$ cat config.mk
export PLATFORM = sky130hd
export DESIGN_NAME = memory_access
export DESIGN_NICKNAME = d
export VERILOG_FILES = /design/src/rtl/memory_access.sv
export SDC_FILE = /design/constraint.sdc
export NUM_CORES = 1
export LEC_CHECK = 0
export ABC_AREA = 1
export CAP_MARGIN = 10
export CORE_MARGIN = 4
export CORE_UTILIZATION = 42
export CTS_CLUSTER_SIZE = 10
export DETAILED_ROUTE_END_ITERATION = 8
export HOLD_SLACK_MARGIN = 0.05
export PLACE_DENSITY = 0.7
export SYNTH_ARGS = -nofsm -noshare
export SYNTH_HDL_FRONTEND = slang
export SYNTH_SLANG_ARGS = --single-unit
$ cat constraint.sdc
create_clock -name clk_in -period 11 [get_ports clk_in]
set_clock_uncertainty 0.1 [all_clocks]
set_input_delay 1.1 -clock clk_in [delete_from_list [all_inputs] [get_ports clk_in]]
set_output_delay 1.1 -clock clk_in [all_outputs]
set_load 0.02 [all_outputs]
$ cat src/rtl/memory_access.sv
// Memory stage of the pipeline.
// Purpose: performs loads/stores on a req/ack data bus, builds byte strobes and lane-shifted
// write data, aligns and extends read data, stalls upstream while a bus transaction is in
// flight and registers the slot's results for write-back.
// Ports:
//   clk_in, rst_in          clock, asynchronous active-high reset
//   alu_result_in           effective address or forwarded ALU result
//   rs2_value_in            store data (low bytes valid)
//   rd_in, rd_write_signal_in, width_signal_in, read/write/valid/flush_signal_in
//                           execution-stage slot controls
//   mem_*_out / mem_*_in    data bus (dword-aligned address, strobes, req held until ack)
//   stall_signal_out        freeze upstream stages
//   wb_data_out, rd_out, rd_write_signal_out, valid_instr_signal_out
//                           registered write-back results
//   misaligned_signal_out   1-cycle pulse, access not naturally aligned
//   bus_error_signal_out    1-cycle pulse, bus timeout
module memory_access #(
  parameter int unsigned TIMEOUT_CYCLES = 255
) (
  input  logic        clk_in,
  input  logic        rst_in,
  input  logic [63:0] alu_result_in,
  input  logic [63:0] rs2_value_in,
  input  logic [4:0]  rd_in,
  input  logic [2:0]  width_signal_in,
  input  logic        rd_write_signal_in,
  input  logic        read_signal_in,
  input  logic        write_signal_in,
  input  logic        valid_instr_signal_in,
  input  logic        flush_signal_in,
  output logic        mem_req_out,
  output logic        mem_we_out,
  output logic [63:0] mem_addr_out,
  output logic [63:0] mem_wdata_out,
  output logic [7:0]  mem_wstrb_out,
  input  logic [63:0] mem_rdata_in,
  input  logic        mem_ack_in,
  output logic        stall_signal_out,
  output logic [63:0] wb_data_out,
  output logic [4:0]  rd_out,
  output logic        rd_write_signal_out,
  output logic        valid_instr_signal_out,
  output logic        misaligned_signal_out,
  output logic        bus_error_signal_out
);

  typedef enum logic [1:0] {StIdle, StBusy, StDone} state_e;

  // Counter value on the last BUSY cycle allowed before giving up.
  localparam logic [7:0] CntLast = 8'(TIMEOUT_CYCLES - 1);

  state_e      r_state, w_state_next;
  logic [7:0]  r_cnt;
  logic [63:0] r_alu, r_wdata, r_rdata;
  logic [7:0]  r_wstrb;
  logic [2:0]  r_width;
  logic [4:0]  r_rd_lat;
  logic        r_we, r_is_load, r_rdw_lat, r_flush, r_err;

  logic [63:0] r_wb_data;
  logic [4:0]  r_rd;
  logic        r_rd_write, r_valid, r_misaligned, r_bus_error;

  logic        w_pending, w_misaligned, w_start, w_timeout;
  logic [2:0]  w_off;
  logic [7:0]  w_wstrb;
  logic [63:0] w_wdata, w_shifted, w_load;

  assign w_off     = alu_result_in[2:0];
  assign w_pending = valid_instr_signal_in & (read_signal_in | write_signal_in) & ~flush_signal_in;
  assign w_wdata   = rs2_value_in << {w_off, 3'b000};

  always_comb begin
    w_misaligned = 1'b0;
    w_wstrb      = 8'h00;
    case (width_signal_in[1:0])
      2'b00: begin
        w_misaligned = 1'b0;
        w_wstrb      = 8'h01 << w_off;
      end
      2'b01: begin
        w_misaligned = w_off[0];
        w_wstrb      = 8'h03 << w_off;
      end
      2'b10: begin
        w_misaligned = |w_off[1:0];
        w_wstrb      = 8'h0F << w_off;
      end
      default: begin
        w_misaligned = |w_off;
        w_wstrb      = 8'hFF;
      end
    endcase
    if (!write_signal_in) w_wstrb = 8'h00;
  end

  assign w_start   = (r_state == StIdle) & w_pending & ~w_misaligned;
  // Ack wins over timeout on the same cycle.
  assign w_timeout = (r_state == StBusy) & ~mem_ack_in & (r_cnt == CntLast);

  // Read data alignment and extension from the latched request.
  assign w_shifted = r_rdata >> {r_alu[2:0], 3'b000};
  always_comb begin
    w_load = w_shifted;
    case (r_width[1:0])
      2'b00:   w_load = {{56{~r_width[2] & w_shifted[7]}}, w_shifted[7:0]};
      2'b01:   w_load = {{48{~r_width[2] & w_shifted[15]}}, w_shifted[15:0]};
      2'b10:   w_load = {{32{~r_width[2] & w_shifted[31]}}, w_shifted[31:0]};
      default: w_load = w_shifted;
    endcase
  end

  always_comb begin
    w_state_next = r_state;
    case (r_state)
      StIdle:  if (w_start) w_state_next = StBusy;
      StBusy:  if (mem_ack_in || w_timeout) w_state_next = StDone;
      StDone:  w_state_next = StIdle;
      default: w_state_next = StIdle;
    endcase
  end

  always_ff @(posedge clk_in or posedge rst_in) begin
    if (rst_in) begin
      r_state <= StIdle;
    end else begin
      r_state <= w_state_next;
    end
  end

  always_ff @(posedge clk_in or posedge rst_in) begin
    if (rst_in) begin
      r_cnt        <= '0;
      r_alu        <= '0;
      r_wdata      <= '0;
      r_rdata      <= '0;
      r_wstrb      <= '0;
      r_width      <= '0;
      r_rd_lat     <= '0;
      r_we         <= 1'b0;
      r_is_load    <= 1'b0;
      r_rdw_lat    <= 1'b0;
      r_flush      <= 1'b0;
      r_err        <= 1'b0;
      r_wb_data    <= '0;
      r_rd         <= '0;
      r_rd_write   <= 1'b0;
      r_valid      <= 1'b0;
      r_misaligned <= 1'b0;
      r_bus_error  <= 1'b0;
    end else begin
      r_misaligned <= 1'b0;
      r_bus_error  <= 1'b0;
      case (r_state)
        StIdle: begin
          if (w_start) begin
            // Capture the request so the bus sees stable values while BUSY;
            // pipeline outputs hold through the stall.
            r_alu     <= alu_result_in;
            r_wdata   <= w_wdata;
            r_wstrb   <= w_wstrb;
            r_we      <= write_signal_in;
            r_is_load <= ~write_signal_in;
            r_width   <= width_signal_in;
            r_rd_lat  <= rd_in;
            r_rdw_lat <= rd_write_signal_in;
            r_flush   <= 1'b0;
            r_err     <= 1'b0;
            r_cnt     <= '0;
          end else begin
            r_wb_data    <= alu_result_in;
            r_rd         <= rd_in;
            r_rd_write   <= valid_instr_signal_in & rd_write_signal_in & ~flush_signal_in &
                            ~(w_pending & w_misaligned);
            r_valid      <= valid_instr_signal_in & ~flush_signal_in;
            r_misaligned <= w_pending & w_misaligned;
          end
        end
        StBusy: begin
          // A flush cannot abort the bus op; remember it for the DONE slot.
          if (flush_signal_in) begin
            r_flush    <= 1'b1;
            r_rd_write <= 1'b0;
            r_valid    <= 1'b0;
          end
          if (mem_ack_in) begin
            r_rdata <= mem_rdata_in;
          end else if (w_timeout) begin
            r_err       <= 1'b1;
            r_bus_error <= 1'b1;
          end else begin
            r_cnt <= r_cnt + 8'd1;
          end
        end
        StDone: begin
          r_wb_data  <= (r_is_load & ~r_err) ? w_load : r_alu;
          r_rd       <= r_rd_lat;
          r_rd_write <= r_rdw_lat & r_is_load & ~r_err & ~r_flush & ~flush_signal_in;
          r_valid    <= ~r_flush & ~flush_signal_in;
        end
        default: ;
      endcase
    end
  end

  assign mem_req_out            = (r_state == StBusy);
  assign mem_we_out             = r_we;
  assign mem_addr_out           = {r_alu[63:3], 3'b000};
  assign mem_wdata_out          = r_wdata;
  assign mem_wstrb_out          = r_wstrb;
  assign stall_signal_out       = w_start | (r_state == StBusy);
  assign wb_data_out            = r_wb_data;
  assign rd_out                 = r_rd;
  assign rd_write_signal_out    = r_rd_write;
  assign valid_instr_signal_out = r_valid;
  assign misaligned_signal_out  = r_misaligned;
  assign bus_error_signal_out   = r_bus_error;

endmodule
**After elaboration in Yosys (flattened, before gate mapping)**

Index checks and enable logic that the tools add are counted.

- Flip-flop bits (word level): 296

- Add/sub/neg operators: 1
- Equality and inequality tests: 14
- Shifts and indexed selects: 5
- Multiplexer cells: 32
- Bitwise gates (word level): 30
- Reduce and logical (&&, ||, !) cells: 17

Operators with widths:

| operator | count |
|---|---|
| $pmux 64 s3 | 1 |
| $mux 64 | 2 |
| $pmux 64 s2 | 1 |
| $shl 64x6->64 | 1 |
| $shr 64x6->64 | 1 |
| $mux 8 | 4 |
| $pmux 8 s3 | 1 |
| $and 1x1->1 | 20 |
| $pmux 8 s2 | 1 |
| $mux 1 | 12 |
| $ne 2x2->1 const B | 5 |
| $pmux 5 s2 | 1 |
| $pmux 1 s3 | 3 |
| $add 8x1->8 const B | 1 |
| $eq 8x8->1 const B | 1 |
| $not 1->1 | 8 |
| $reduce_and 2->1 | 4 |
| $reduce_and 4->1 | 2 |
| $shl 1x3->8 const A | 1 |
| $shl 2x3->8 const A | 1 |
| $shl 4x3->8 const A | 1 |
| $eq 2x1->1 const B | 3 |
| $eq 2x2->1 const B | 3 |
| $logic_not 2->1 | 3 |
| other kinds (12) | 18 |

**Longest topological paths before layout**

Gate-level depths: netlist of the first run.

- Depth in word-level cells: 8
- Gate-level depth with buffers: 14
- Gate-level depth less buffers: 11

**Worst setup path before layout of the first run**

No wires, ideal clock.

- Kind: input port to output port
- Start point: input alu_result_in[0]
- End point: output stall_signal_out
- Data arrival time: 2.304 ns
- Required time: 9.800 ns
- Setup slack: 7.496 ns
- Stages: 11
- Buffers on the path: 4
- Cell sequence: buf_4 > inv_2 > nand3_4 > inv_2 > nand2_1 > nand2_2 > nand2_2 > buf_6 > buf_6 > buf_2 > nand2_1

- Longest elaborated chain between the ends: 5
- Elaborated cells between the ends (all ways): 6
- Classes of those cells: mux: 1; bitwise: 3; reduce/logical: 2

RTL lines:

| what | RTL line | RTL |
|---|---|---|
| start: declaration | 22 | `input logic [63:0] alu_result_in,` |
| $reduce_or 3->1 / $reduce_or 2->1 (equally long branches) | 90, 86 |  |
| $pmux 1 s3 * | 76 | `case (width_signal_in[1:0])` |
| $not 1->1 * | 97 | `assign w_start = (r_state == StIdle) & w_pending & ~w_misaligned;` |
| $and 1x1->1 * | 97 |  |
| $or 1x1->1 * | 211 | `assign stall_signal_out = w_start \| (r_state == StBusy);` |
| end: declaration | 38 | `output logic stall_signal_out,` |

Mark *: on every way between the ends. The rest lies on a longest branch, timed or not.

**Final worst setup path of the first run**

- Start point: input alu_result_in[1]
- End point: output stall_signal_out

The elaborated chain is that of the path after synthesis.

==> qor.yml, run 1 <==
outcome:
  status: "finished, final reports clean"
synthesis:
  synth-seq-cells: 296
  ys_seq_area_share_pct: 43.9
  syn-cell-area_um2: 16900
  yosysWarnings: 0
  yosysUniqueCellTypes: 45
  avgSynthCellArea_um2: 7.52
  synthCells: 2244
sta:
  fmax_mhz: 167
  fin_crit_ns: 5.98
  rsz0062_at_grt: "no"
  finalSetupTns_ns: 0
  holdWs_ns: 0.382
  slew_violations: 0
  setup_viol: 0
  fin_ws_ns: 5.02
  tightest_slew_ns: 1.11
  hold_viol: 0
  slew_headroom_pct: 25.5
  post-route-period-util_pct: 54.3
clock_tree:
  hold_buffers: 0
  htree_levels: 2
  postCtsSetupRepairBufs: 0
  numCtsBuffers: 37
  cts_buffer_depth: 3
  cts.sinks: 296
  cts-root-buf: "clkbuf_16"
  cts_resized: 0
  cts_tree: "done"
  clock_latency_ns: 0.54
  path_clk_slew_ns: 0.05
route:
  vias_per_cell: 5.51
  drc: 0
  dr.pass1.iters: 6
  vias: 16801
  detail_route.wirelength_um: 66500
  initialDrtViolationCount: 1582
  wl_per_cell_um: 21.8
  drtAntennaViolNets: 0
cells_and_area:
  syn_to_final_growth_pct: 28.9
  final_nets: 2727
  fin_area_um2: 21800
  final_core_util_pct: 54.8
  drive_above_1_share_pct: 5.84
setup_path:
  critPathLaunch: "alu_result_in[1]"
  cp_cell_sequence: "clkdlybuf4s50_1, buf_4, inv_1, nand3_4, inv_2, nand2_1, nand2_2, nand2_8, buf_4, nand2_1, clkdlybuf4s50_1"
  cp_top_family: "buffers and inverters"
  max_stage_delay_ns: 0.85
  crit_path_start_kind: "input pin"
  cpMaxStageDelayCell: "buf_4"
  r2r_setup_slack_ns: 7.05
  cp_max_fo: 85
  cp_data_required_time_ns: 9.80
  cp-end-kind: "output port"
  crit_type: "in2out"
  path_buf_inv: 6
  reg2reg_from: "r_state[0]"
  worst_ep_arrival_time_ns: 4.78
global_routing:
  grt_first_pass_wirelength_um: 100000
  grt_overflow_total: 0
  grt_pass1_vias: 16518
  grt_max_degree: 116
  gr-usage-all-layers_pct: 29.3
  antenna_found_initial: 6
die:
  start_util_pct: 42.5
  die_h_um: 208
  rows: 73
  die_w_um: 208
  ioPinCount: 420
  fp.dieArea_um2: 43400
  core-area_um2: 39700
pwr:
  powerDensity_nw_per_um2: 314
  p_leak_nw: 9.83
  ir_drop_mv: 0.243
placement:
  placed_area_um2: 20600
  io_buffers: 416
  place_congestion: 0.974
  dpl_worst_slack_ns: 5.06
  hpwl_um: 48200
job:
  cap_violations: 0
worst_hold_path:
  hold_start: "mem_wstrb_out[2]"
  hold_path_class: "reg2reg"
==> power breakdown <==
| part | total, mW | internal (mW) | switching (mW) |
|---|---|---|---|
| clock network | 1.14 | 0.679 | 0.464 |
| logic | 3.64 | 1.40 | 2.23 |
| registers | 2.05 | 1.61 | 0.443 |
==> kinds of logic (layout without fill, tap and decap cells) <==
kind of cell	Yosys count	count (layout)	share of synthesized area, %
adders and majority gates	13	13	0.964
xor gates and xnor gates	6	6	0.311
DFF	296	296	43.9
other	1	7	0.0222
AOI/OAI and AO/OA	482	482	15.9
muxes	54	54	3.52
buffers and inverters	346	619	10.3
and+or+nand+nor	1046	1046	25.1
==> worst register-to-register path, delay by kind of cell, from the launching register on <==
family	cells	cell delay, ns
AND/OR/NAND/NOR	6	1.75
buffers and inverters	3	1.14
flip-flops	1	0.41
adder cells (fa/ha/maj)	1	0.29
AO/OA/AOI/OAI	1	0.14
==> metrics by stage <==
step / std cells / power [mW]
4_1_cts: 3043 / 6.82
6_report: 3048 / 6.83
3_3_place_gp: 2991 / 5.60
2_1_floorplan: 2246 / 4.28
5_1_grt: 3046 / 7.26
3_5_place_dp: 2991 / 5.65
==> per-layer routing <==
layer  wire length [um]  track usage (%)
met4               2360             9.38
met3               6160             7.84
met5                 39                0
met1              26000             36.6
met2              31900             49.8
==> final timing paths <==
| path | depth (start not counted) | to |
|---|---|---|
| min | 1 | mem_wstrb_out[2] |
| max in group asynchronous | 3 | r_rdata[29] |
| min reg2reg | 1 | mem_wstrb_out[2] |
| min in group asynchronous | 2 | mem_wdata_out[39] |
| max | 11 | stall_signal_out |
| max reg2reg | 11 | wb_data_out[12] |
==> synthesized netlist by cell type, drive strengths merged <==
library cell	count	area share, %
nand2	641	14
dfrtp	296	44
nor2	243	5.5
a21oi	214	6.3
o21ai	178	5.3
buf	155	6.0
inv	128	2.9
nand3	113	3.5
clkbuf	60	1.3
mux2	43	2.9
nand4	35	1.3
o22ai	26	0.96
a22o	22	1.1
ha	13	0.96
o211ai	12	0.53
mux2i	11	0.65
o31ai	8	0.36
a31oi	7	0.26
nor3	6	0.18
or2	6	0.22
xor2	5	0.26
a41oi	4	0.39
clkinv	3	0.067
o32ai	3	0.16
a21o	2	0.089
a221oi	2	0.10
o21bai	2	0.089
a211oi	1	0.045
conb	1	0.022
nand3b	1	0.12
nor4	1	0.037
o2111ai	1	0.052
xnor2	1	0.052
==> flip-flops by register name, summed over array words and instances (netlist names), 2 cells and up <==
register       count
mem_wdata_out     64
r_alu             64
r_rdata           64
wb_data_out       64
mem_wstrb_out      8
r_cnt              8
r_rd_lat           5
rd_out             5
r_width            3
r_state            2
==> area by class of cell <==
class	count	area, um^2
antenna	4	10.0
clock buffer	48	1040
clock inverter	4	52.6
fill	3682	18000
inverter	131	505
multi-input combinational	1604	7750
sequential	296	7410
tap	525	657
timing repair buffer	436	4330
==> layout by cell type (no fill, tap or decap), types with 3 or more instances in the layout <==
cell type / Yosys / routed
ha_1: 13 / 13
clkbuf_16: 0 / 39
o32ai_1: 3 / 3
inv_1: 119 / 116
a21oi_1: 214 / 214
mux2i_1: 11 / 11
o211ai_1: 12 / 12
clkinv_1: 3 / 3
a22o_1: 22 / 22
xor2_1: 5 / 5
nand2_1: 637 / 636
diode_2: 0 / 4
mux2_2: 43 / 43
nor2_2: 5 / 5
or2_2: 6 / 6
buf_4: 82 / 19
o22ai_1: 26 / 26
nand2_2: 4 / 4
nand4_1: 35 / 35
nor3_1: 6 / 6
a31oi_1: 7 / 7
clkbuf_8: 0 / 3
o21ai_1: 4 / 4
o21ai_0: 173 / 173
conb_1: 1 / 3
clkbuf_1: 60 / 6
nand3_1: 111 / 111
o31ai_1: 8 / 8
dfrtp_1: 296 / 295
nor2_1: 238 / 238
clkdlybuf4s50_1: 0 / 415
inv_2: 7 / 8
a41oi_2: 4 / 4
(Power assumes the default switching activity.)
==> run 2, diff against run 1 <==
==> constraint.sdc (replaced) <==
create_clock -name clk_in -period 5.6 [get_ports clk_in]
set_clock_uncertainty 0.1 [all_clocks]
set_input_delay 0.56 -clock clk_in [delete_from_list [all_inputs] [get_ports clk_in]]
set_output_delay 0.56 -clock clk_in [all_outputs]
set_load 0.02 [all_outputs]
==> qor.yml, run 2 (synthesis results as in run 1) <==
outcome:
  status: "finished, final reports clean"  # unchanged
sta:
  hold_viol: 0  # unchanged
  fin_crit_ns: 3.62
  setup_viol: 0  # unchanged
  holdWs_ns: 0.381  # was 0.382 ns
  fmax_mhz: 277
  rsz0062_at_grt: "no"  # unchanged
  post-route-period-util_pct: 64.6
  slew_violations: 0  # unchanged
  finalSetupTns_ns: 0  # unchanged
  tightest_slew_ns: 1.13  # was 1.11 ns
  slew_headroom_pct: 24.4  # was 25.5%
clock_tree:
  clock_latency_ns: 0.55  # was 0.54 ns
  path_clk_slew_ns: 0.05  # about the same
  cts_tree: "done"  # unchanged
  htree_levels: 2  # unchanged
  numCtsBuffers: 36  # was 37
  postCtsSetupRepairBufs: 0  # unchanged
  cts_buffer_depth: 3  # unchanged
  hold_buffers: 0  # unchanged
  cts-root-buf: "clkbuf_16"  # unchanged
  cts.sinks: 296  # unchanged
  cts_resized: 0  # unchanged
route:
  drtAntennaViolNets: 0  # unchanged
  vias: 16817  # was 16801
  drc: 0  # unchanged
  detail_route.wirelength_um: 66900  # was 66500 um
  wl_per_cell_um: 21.9  # was 21.8 um
  vias_per_cell: 5.51  # about the same
  initialDrtViolationCount: 1479  # was 1582
  dr.pass1.iters: 8  # was 6
placement:
  place_congestion: 0.994  # was 0.974
  io_buffers: 416  # unchanged
  hpwl_um: 49100  # was 48200 um
setup_path:
  cp_max_fo: 37  # was 85
  r2r_cells: 9  # was 11
  reg2reg_from: "r_state[0]"  # unchanged
  worst_ep_arrival_time_ns: 2.96  # was 4.78 ns
  crit_type: "in2out"  # unchanged
  r2r_setup_slack_ns: 2.00  # was 7.05 ns
  crit_path_start_kind: "input pin"  # unchanged
  cp-end-kind: "output port"  # unchanged
  cp_data_required_time_ns: 4.94  # was 9.80 ns
  r2r_end: "rd_out[4]"  # was wb_data_out[12]
worst_hold_path:
  hold_start: "mem_wdata_out[3]"  # was mem_wstrb_out[2]
  holdPathEnd: "mem_wdata_out[3]"  # was mem_wstrb_out[2]
  hold_path_class: "reg2reg"  # unchanged
  holdPathStages: 2  # was 1
die:
  die_h_um: 208  # unchanged
  core-area_um2: 39700  # unchanged
  fp.dieArea_um2: 43400  # unchanged
  rows: 73  # unchanged
  ioPinCount: 420  # unchanged
  die_w_um: 208  # unchanged
  start_util_pct: 42.5  # unchanged
cells_and_area:
  mostFrequentLayoutCells: "nand2_1 (636), clkdlybuf4s50_1 (415), dfrtp_1 (295)"  # unchanged
  final_nets: 2735  # was 2727
  syn_to_final_growth_pct: 29.0  # was 28.9%
  final_common_cell: "nand2_1"  # unchanged
  drive_above_1_share_pct: 6.06  # was 5.84%
job:
  cap_violations: 0  # unchanged
pwr:
  p_leak_nw: 9.85  # was 9.83 nW
  powerDensity_nw_per_um2: 612  # was 314 nW/um^2
  ir_drop_mv: 0.286  # was 0.243 mV
global_routing:
  grt_overflow_total: 0  # unchanged
  gr-usage-all-layers_pct: 29.6  # was 29.3%
  grt_pass1_vias: 16515  # was 16518
  grt_first_pass_wirelength_um: 100000  # about the same
  antenna_found_initial: 9  # was 6
  grt_max_degree: 182  # was 116
run 2: layer usage:
metal | share of wire, % | vias up | track usage [%]
met2 | 48 | 766 | 49.9
met4 | 4.1 | 14 | 10.8
met3 | 8.7 | 132 | 8.10
met1 | 39 | 8075 | 36.6
li1 | - | 7830 | -
met5 | 0.16 | - | 0
run 2: worst max path at each step:
stage                      from              endpoint  slack (ns)
2_1_floorplan            rst_in  bus_error_signal_out        1.01
3_3_place_gp   alu_result_in[1]      stall_signal_out        2.05
3_5_place_dp   alu_result_in[1]             rd_out[4]        1.99
4_1_cts              r_state[0]             rd_out[4]        2.00
5_1_grt              r_state[0]             rd_out[1]        1.72
6_report       alu_result_in[1]      stall_signal_out        1.98
run 2: cell type report:
class | count | area [um^2]
clock buffers | 46 | 1010
clock inverters | 2 | 21.3
diodes | 2 | 5.00
well taps | 525 | 657
multi-input cells | 1604 | 7740
fillers | 3732 | 18000
repair buffers | 445 | 4430
flip-flops and latches | 296 | 7410
inverters | 131 | 502
run 2: worst max-delay path, cell delays in order:
cell and delay, ns:
clkdlybuf4s50_1 0.45, buf_4 0.28, inv_1 0.20, nand3_4 0.19, inv_2 0.05, nand2_1 0.06, nand2_2 0.08, nand2_4 0.37
nand2_1 0.10, clkdlybuf4s50_1 0.56
run 2: power by group:
group | internal (mW) | switching, mW | total [mW] | leakage [nW]
Clock | 1.25 | 0.910 | 2.16 | 0.507
Combinational | 2.76 | 4.39 | 7.14 | 5.75
Sequential | 3.16 | 0.858 | 4.02 | 3.59
run 2: through the flow:
step                      power, mW  utilization (%)  cells  area [um^2]  setup WS, ns
after CTS                      13.4             54.8   3049        21800          2.00
after detailed placement       11.1             52.2   3001        20700          1.99
after global routing           14.2             54.8   3051        21800          1.72
after floorplan                8.42                -   2246        16900          1.01
after global placement         11.0             52.2   3001        20700          2.05
final                          13.3             54.8   3051        21800          1.98
==> run 3, diff against run 2 <==
--- a/config.mk
+++ b/config.mk
@@ -12,7 +12,7 @@
 export CTS_CLUSTER_SIZE = 10
 export DETAILED_ROUTE_END_ITERATION = 8
 export HOLD_SLACK_MARGIN = 0.05
-export PLACE_DENSITY = 0.7
+export PLACE_DENSITY = 0.73
 export SYNTH_ARGS = -nofsm -noshare
 export SYNTH_HDL_FRONTEND = slang
 export SYNTH_SLANG_ARGS = --single-unit
==> constraint.sdc (replaced) <==
create_clock -name clk_in -period 3.1 [get_ports clk_in]
set_clock_uncertainty 0.1 [all_clocks]
set_input_delay 0.31 -clock clk_in [delete_from_list [all_inputs] [get_ports clk_in]]
set_output_delay 0.31 -clock clk_in [all_outputs]
set_load 0.02 [all_outputs]
==> qor.yml, run 3 (synthesis results as in run 1) <==
outcome:
  status: "finished, final reports clean"  # unchanged
sta:
  fmax_mhz: 339
  tightest_slew_ns: 0.922  # was 1.13 ns
  post-route-period-util_pct: 95.3
  fin_ws_ns: 0.147  # was 1.98 ns
  slew_headroom_pct: 38.4  # was 24.4%
  slew_violations: 0  # unchanged
  rsz0062_at_grt: "no"  # unchanged
  hold_viol: 0  # unchanged
  setup_viol: 0  # unchanged
  fin_crit_ns: 2.95
cells_and_area:
  final_core_util_pct: 55.7  # was 54.8%
  final_nets: 2767  # was 2735
  drive_above_1_share_pct: 7.16  # was 6.06%
  final_common_cell: "nand2_1"  # unchanged
  mostFrequentLayoutCells: "nand2_1 (636), clkdlybuf4s50_1 (415), dfrtp_1 (295)"  # unchanged
  fin_area_um2: 22100  # was 21800 um^2
  stdcell_count: 3081  # was 3051
  syn_to_final_growth_pct: 31.1  # was 29.0%
clock_tree:
  path_clk_slew_ns: 0.06  # was 0.05 ns
  cts_buffer_depth: 3  # unchanged
  cts-root-buf: "clkbuf_16"  # unchanged
  clock_latency_ns: 0.52  # was 0.55 ns
  cts_tree: "done"  # unchanged
  htree_levels: 2  # unchanged
  hold_buffers: 0  # unchanged
  numCtsBuffers: 36  # unchanged
  cts.sinks: 296  # unchanged
pwr:
  seqPwrFrac_pct: 29.9  # was 30.2%
  power_mw: 24.3  # was 13.3 mW
  internal-power_mw: 13.1  # was 7.18 mW
  p_leak_nw: 10.0  # was 9.85 nW
  powerDensity_nw_per_um2: 1100  # was 612 nW/um^2
  p_comb_share_pct: 54.7  # was 53.6%
  p_sw_mw: 11.2  # was 6.15 mW
  ir_drop_mv: 0.512  # was 0.286 mV
  clkPwrFrac_pct: 15.4  # was 16.2%
  p_sw_share_pct: 46.3  # was 46.2%
global_routing:
  antenna_found_initial: 5  # was 9
  grt_overflow_total: 0  # unchanged
  grt_max_degree: 113  # was 182
  gr-usage-all-layers_pct: 30.2  # was 29.6%
  grt_first_pass_wirelength_um: 103000  # was 100000 um
  grt_pass1_vias: 16795  # was 16515
die:
  ioPinCount: 420  # unchanged
  core-area_um2: 39700  # unchanged
  start_util_pct: 42.5  # unchanged
  die_h_um: 208  # unchanged
  die_w_um: 208  # unchanged
  fp.dieArea_um2: 43400  # unchanged
  rows: 73  # unchanged
setup_path:
  worst_ep_arrival_time_ns: 2.54  # was 2.96 ns
  reg2reg_from: "r_alu[0]"  # was r_state[0]
  critPathLaunch: "r_state[0]"  # was alu_result_in[1]
  cp_data_required_time_ns: 2.69  # was 4.94 ns
  cp_max_fo: 6  # was 37
  crit_type: "reg2out"  # was in2out
  cp-end-kind: "output port"  # unchanged
  crit_path_start_kind: "flop"  # was input pin
route:
  wl_met2_um: 33400  # was 32200 um
  highest_layer: "met5"  # unchanged
  dr.pass1.iters: 6  # was 8
  vias_per_cell: 5.53  # was 5.51
  wl_met3_um: 6030  # was 5850 um
  drc: 0  # unchanged
  drtAntennaViolNets: 0  # unchanged
  detail_route.wirelength_um: 68200  # was 66900 um
  wl_met1_um: 26300  # was 26000 um
  vias: 17030  # was 16817
  initialDrtViolationCount: 1431  # was 1479
  wl_per_cell_um: 22.1  # was 21.9 um
worst_hold_path:
  hold_path_class: "in2reg"  # was reg2reg
  hold_start: "alu_result_in[0]"  # was mem_wdata_out[3]
placement:
  dpl_worst_slack_ns: 0.300  # was 1.99 ns
  hpwl_um: 51100  # was 49100 um
  placed_cells_incl_taps: 3033  # was 3001
  place_congestion: 0.975  # was 0.994
  io_buffers: 416  # unchanged
  placed_area_um2: 21100  # was 20700 um^2
job:
  cap_violations: 0  # unchanged
-- run 3: cell count changes in the layout (fill, tap and decap cells not counted), sizes merged --
cell    before  now
buf         30   62
clkbuf      46   45
diode        2    1
-- run 3: final timing paths --
| path | to | slack (ns) | cells after the start |
|---|---|---|---|
| min in group asynchronous | mem_wdata_out[33] | 0.24 | 2 |
| max in group asynchronous | r_rd_lat[2] | 1.84 | 3 |
| worst max-delay path | stall_signal_out | 0.15 | 7 |
| worst min register to register | mem_wdata_out[51] | 0.38 | 2 |
| worst min-delay path | r_alu[0] | 0.22 | 3 |
| worst max register to register | wb_data_out[31] | 0.40 | 9 |
-- run 3: metrics by stage --
step                      TNS [ns]  hold WS, ns
after floorplan            -367.37        0.293
after global placement           0        0.361
after detailed placement         0        0.366
after CTS                        0        0.199
after global routing             0        0.195
final                            0        0.222
-- run 3: worst max-delay path: stages (launching register included) --
cell and delay [ns]:
dfrtp_1 0.42, inv_1 0.14, ha_1 0.27, inv_1 0.12, nor2_2 0.24, nand2_8 0.10
nand2_1 0.10, clkdlybuf4s50_1 0.62
-- run 3: timing repair --
item                                   in CTS  in global routing
gates resized for setup                     0                  1
endpoints found under the hold margin       0                  0
setup endpoints to repair                   0                  1
setup buffers                               0                  0
-- run 3: power groups by stage --
stage	sequential (mW)	combinational [mW]	clock, mW
5_1_grt	7.44	14.4	3.95
2_1_floorplan	7.74	7.47	0
3_5_place_dp	7.26	13.2	0
6_report	7.26	13.3	3.74
4_1_cts	7.25	13.3	3.80
3_3_place_gp	7.25	13.0	0
-- run 3: cell type report --
cell class              instances  area [um^2]
multi-input cells            1604         7750
diodes                          1         2.50
clock buffers                  45          966
flip-flops and latches        296         7410
inverters                     131          502
clock inverters                 2         10.0
well taps                     525          657
repair buffers                477         4820
fillers                      3725        17600
-- run 3: layer usage --
layer,global-route usage [%],vias up
li1,-,7898
met1,36.9,8210
met2,52.6,799
met3,7.98,115
met4,9.31,8
met5,0,-
